$ cat config.mk
export PLATFORM = sky130hd
export DESIGN_NAME = data_mem_responder
export DESIGN_NICKNAME = d
export VERILOG_FILES = /design/src/rtl/data_mem_responder.sv
export SDC_FILE = /design/constraint.sdc
export NUM_CORES = 2
export LEC_CHECK = 0
export ABC_CLOCK_PERIOD_IN_PS = 29300
export CORE_MARGIN = 10
export CORE_UTILIZATION = 27
export CTS_BUF_LIST = sky130_fd_sc_hd__clkbuf_16
export CTS_CLUSTER_SIZE = 28
export DETAILED_ROUTE_END_ITERATION = 12
export HOLD_SLACK_MARGIN = 0.15
export PLACE_DENSITY = 0.46
export SLEW_MARGIN = 20
export SYNTH_ARGS = -nofsm -noshare
export SYNTH_HDL_FRONTEND = slang
export SYNTH_SLANG_ARGS = --single-unit
export TNS_END_PERCENT = 1
$ cat constraint.sdc
create_clock -name Clk -period 29.3 [get_ports Clk]
set_input_delay 8.79 -clock Clk [delete_from_list [all_inputs] [get_ports Clk]]
set_output_delay 8.79 -clock Clk [all_outputs]
set_load 0.05 [all_outputs]
$ cat src/rtl/data_mem_responder.sv
// Multi-cycle MEM-stage data memory with valid/ready request and response handshakes.
// Define DMEM_MISALIGN_TRAP_EN to flag misaligned accesses on resp_err instead of force-aligning them.
module data_mem_responder #(
    parameter int DEPTH_WORDS = 128,
    parameter int LATENCY     = 2
) (
    input  logic        Clk,
    input  logic        Reset,
    input  logic        req_valid,
    output logic        req_ready,
    input  logic        req_write,
    input  logic [1:0]  req_size,
    input  logic        req_signed,
    input  logic [31:0] req_addr,
    input  logic [31:0] req_wdata,
    output logic        resp_valid,
    input  logic        resp_ready,
    output logic [31:0] resp_rdata,
    output logic        resp_err
);
    localparam int         AW        = $clog2(DEPTH_WORDS);
    localparam logic [3:0] LAT       = 4'(LATENCY);
    localparam logic [1:0] SIZE_BYTE = 2'b00;
    localparam logic [1:0] SIZE_HALF = 2'b01;

    typedef enum logic [1:0] {
        IDLE,
        WAIT,
        RESP
    } state_e;

    state_e        state_q, state_d;
    logic [3:0]    cnt_q, cnt_d;
    logic          write_q, write_d;
    logic [1:0]    size_q, size_d;
    logic          signed_q, signed_d;
    logic [AW+1:0] addr_q, addr_d;
    logic [31:0]   wdata_q, wdata_d;
    logic [31:0]   resp_rdata_q, resp_rdata_d;
    logic          resp_err_q, resp_err_d;

    logic [31:0]   mem_q [DEPTH_WORDS];
    logic [AW-1:0] word_idx;
    logic [31:0]   rd_word;
    logic [31:0]   wr_word;
    logic [31:0]   load_data;
    logic [4:0]    lane_lsb;
    logic [7:0]    byte_sel;
    logic [15:0]   half_sel;
    logic          misalign;
    logic          mem_we;
    logic          unused_addr_bits;

    // Upper address bits are dropped so accesses wrap modulo the array.
    assign unused_addr_bits = ^req_addr[31:AW+2];

    assign word_idx = addr_q[AW+1:2];
    assign rd_word  = mem_q[word_idx];
    assign lane_lsb = {addr_q[1:0], 3'b000};
    assign byte_sel = rd_word[lane_lsb +: 8];
    assign half_sel = addr_q[1] ? rd_word[31:16] : rd_word[15:0];

`ifdef DMEM_MISALIGN_TRAP_EN
    assign misalign = ((size_q == SIZE_HALF) && addr_q[0]) ||
                      (size_q[1] && (addr_q[1:0] != 2'b00));
`else
    // Without the trap, the lane selection below ignores the misaligned low bits.
    assign misalign = 1'b0;
`endif

    // Lane merge for stores and lane extract/extend for loads.
    always_comb begin
        wr_word   = rd_word;
        load_data = rd_word;
        case (size_q)
            SIZE_BYTE: begin
                wr_word[lane_lsb +: 8] = wdata_q[7:0];
                load_data              = {{24{signed_q & byte_sel[7]}}, byte_sel};
            end
            SIZE_HALF: begin
                if (addr_q[1]) begin
                    wr_word[31:16] = wdata_q[15:0];
                end else begin
                    wr_word[15:0] = wdata_q[15:0];
                end
                load_data = {{16{signed_q & half_sel[15]}}, half_sel};
            end
            default: begin
                wr_word   = wdata_q;
                load_data = rd_word;
            end
        endcase
    end

    // NOTE: every variable gets a default before the case so no latch is inferred.
    always_comb begin
        state_d      = state_q;
        cnt_d        = cnt_q;
        write_d      = write_q;
        size_d       = size_q;
        signed_d     = signed_q;
        addr_d       = addr_q;
        wdata_d      = wdata_q;
        resp_rdata_d = resp_rdata_q;
        resp_err_d   = resp_err_q;
        mem_we       = 1'b0;
        req_ready    = 1'b0;

        case (state_q)
            IDLE: begin
                req_ready = !Reset;
                if (req_valid && !Reset) begin
                    write_d  = req_write;
                    size_d   = req_size;
                    signed_d = req_signed;
                    addr_d   = req_addr[AW+1:0];
                    wdata_d  = req_wdata;
                    cnt_d    = LAT;
                    state_d  = WAIT;
                end
            end
            WAIT: begin
                if (cnt_q != '0) begin
                    cnt_d = cnt_q - 4'd1;
                end else begin
                    // A reset on the commit edge must keep the pending store out of memory.
                    mem_we       = write_q && !misalign && !Reset;
                    resp_rdata_d = (write_q || misalign) ? 32'h0 : load_data;
                    resp_err_d   = misalign;
                    state_d      = RESP;
                end
            end
            RESP: begin
                if (resp_ready) begin
                    state_d = IDLE;
                end
            end
            default: state_d = IDLE;
        endcase
    end

    always_ff @(posedge Clk) begin
        if (Reset) begin
            state_q      <= IDLE;
            cnt_q        <= '0;
            write_q      <= 1'b0;
            size_q       <= '0;
            signed_q     <= 1'b0;
            addr_q       <= '0;
            wdata_q      <= '0;
            resp_rdata_q <= '0;
            resp_err_q   <= 1'b0;
        end else begin
            state_q      <= state_d;
            cnt_q        <= cnt_d;
            write_q      <= write_d;
            size_q       <= size_d;
            signed_q     <= signed_d;
            addr_q       <= addr_d;
            wdata_q      <= wdata_d;
            resp_rdata_q <= resp_rdata_d;
            resp_err_q   <= resp_err_d;
        end
    end

    // NOTE: the array is deliberately outside reset so stored data survives a Reset pulse.
    always_ff @(posedge Clk) begin
        if (mem_we) begin
            mem_q[word_idx] <= wr_word;
        end
    end

    assign resp_valid = (state_q == RESP);
    assign resp_rdata = resp_rdata_q;
    assign resp_err   = resp_err_q;

endmodule

==> out/results.ini <==
[sta]
period_share_pct=65.95
finalSetupViolations=0
slew_violations=0
finClkSkew_ns=0.1276
timing.slew.headroom_pct=4.701
holdWs_ns=0.4712
post-route-min-period_ns=19.32
worst_pin_slew_ns=1.418
finalHoldViolCount=0
rsz0062_at_grt=false
tns_ns=0
fmax_ghz=0.05175
fin_ws_ns=9.976

[detailed_routing]
antenna_left=0
drc=0
wl_per_cell_um=31.04
vias_per_cell=4.937
drt_iter0_drc=8955
dr.pass1.iters=7
vias=77110
wl_mm=484.8

[cells_and_area]
layout.cells.non_filler=15620
drive_gt1_share_pct=29.30
area_growth_pct=16.42
layout.nets=7462

[critical_path]
worstPathCellList=clkdlybuf4s50_1 > buf_4 > nor3_1 > clkdlybuf4s50_1
critPathMaxFanout=15
crit_top_cell=clkdlybuf4s50_1
endpoint_kind=output pin
cp_data_arrival_time_ns=10.53
path_buf_inv=3
worst-setup-path-type=primary input to output pin
cp_top_family=buffers and inverters
critPathRequiredTime_ns=20.51
startpoint_type=primary input
cp_slowest_stage_delay_ns=0.86
rr_worst_depth=14
r2r_end=mem_q[23][20]
cpMaxStageDelayCell=clkdlybuf4s50_1
regToRegSetupSlack_ns=20.88

[place]
dp_hpwl_mm=282.9
place_ws_ns=9.961
dp_cells=14790
io_buffers=82
gp_congestion=0.9419

[hold_path]
hold-path-cell-count=1
hold_start=size_q[0]
hp-class=flop to flop
hold_end=size_q[0]

[floorplanning]
rows=283
io_pins=107
die_h_um=790.7
fp.dieArea_um2=625200
coreArea_um2=593100
die_width_um=790.7
start_util_pct=27.04

[synthesis]
synth.top_cell.area_share_pct=76.69
synth_edf_count=4096
ys_top_cells_by_count=edfxtp_1, mux4_2, nor2_1
ys.flop_type=edfxtp_1
synth_most_common_cell=edfxtp_1
synth_cells=6942
ys_top_cells_by_area=edfxtp_1, mux4_2, dfxtp_1
ys_ff_latch=4186
async_flop_share_pct=0
ys_warn_count=0
synth.yosys.seq_area_share_pct=77.82
ys_types=73
synth_top_area_cell=edfxtp_1
avgSynthCellArea_um2=23.10
synth_nets=7021
syn_area_um2=160400

[clocking]
postCtsSetupRepairBufs=0
cts_tree=yes
hold_buffers=0
ctsResizeCount=0
cts_root_buf=clkbuf_16
clk_latency_ns=1.03
clkSlewWorstSetupHoldPaths_ns=0.06
cts.sinks=4186
cts_buffers=428
htreeDepth=5
clockBufferDepth=4

[pwr]
ir_drop_v=0.00005429
seqPwrFrac_pct=51.2
p_leak_nw=55.78
power_frac_clock_pct=39.0
p_switching_w=0.003351
p_int_w=0.01031
p_comb_share_pct=9.8
power_density_nw_per_um2=73.18
swShare_pct=24.53

[grt]
grt-ovfl-total=0
grt_pass1_wl_mm=663.1
antenna_found_initial=57
grt_max_degree=106
grt_pass1_vias=79330
grt.total_usage_pct=15.04

[job]
drv_cap=0

[status]
outcome=complete, no violations

==> cells in the final DEF, fill, tap and decap left out, drive strengths merged, types with 90 or more instances in the layout <==
master	instances
clkbuf	435
a22oi	133
mux2i	115
a21oi	101
dfxtp	90
o22ai	93
inv	130
nor2	208
clkinv	182
buf	317
nand2	122
mux4	1134
edfxtp	4096
==> final cells by class <==
| cell class | instances | area, um2 |
|---|---|---|
| Sequential cell | 4186 | 124800 |
| Timing Repair Buffer | 399 | 3423 |
| Clock inverter | 348 | 2738 |
| Tap cell | 7837 | 9806 |
| Inverter | 11 | 48.80 |
| Clock buffer | 435 | 10890 |
| Multi-Input combinational cell | 2357 | 34880 |
| Fill cell | 56230 | 406400 |
| Antenna cell | 46 | 115.1 |
==> flip-flops by register name, summed over array words and instances, names as in the netlist, named ones only <==
signal	cells
resp_rdata	32
addr_q	9
wdata_q	32
cnt_q	4
state_q	2
size_q	2
write_q	1
signed_q	1
mem_q	4096
==> routing by layer <==
layer | global-route usage, % | vias up | routed length, um
met3 | 3.326 | 743 | 38560
li1 | - | 30890 | -
met5 | 0 | - | 47
met1 | 20.29 | 42580 | 201200
met2 | 23.89 | 2889 | 225500
met4 | 5.412 | 6 | 19510
==> worst max-delay path by stage <==
stage / end / cells after the start / slack [ns] / startpoint
floorplan: req_ready / 1 / 10.64 / Reset
global placement: req_ready / 4 / 9.89 / Reset
detailed placement: req_ready / 4 / 9.96 / Reset
CTS: req_ready / 4 / 9.95 / Reset
global route: req_ready / 4 / 9.90 / Reset
finish: req_ready / 4 / 9.98 / Reset
==> per-stage QoR <==
step,util [%],instance area [um2],power [W]
2_1_floorplan,-,160400,0.007890
3_3_place_gp,29.15,172900,0.008416
3_5_place_dp,29.15,172900,0.008468
4_1_cts,31.44,186500,0.01379
5_1_grt,31.47,186700,0.01410
6_report,31.48,186700,0.01366
==> power groups by stage <==
stage,sequential [W],combinational [W],clock [W]
finish,0.00700,0.00134,0.00533
global route,0.00700,0.00141,0.00569
CTS,0.00700,0.00134,0.00545
detailed placement,0.00713,0.00134,0
global placement,0.00713,0.00129,0
floorplan,0.00722,0.000673,0
==> logic make-up after synthesis <==
family | synth area share, %
compound gates | 2.656
xor+xnor | 0.01092
fa+ha+maj | 0.05461
buf+inv | 1.335
flops | 77.82
mux | 16.80
other cells | 0.002338
simple gates | 1.320
Power figures use the tool's default switching activity.
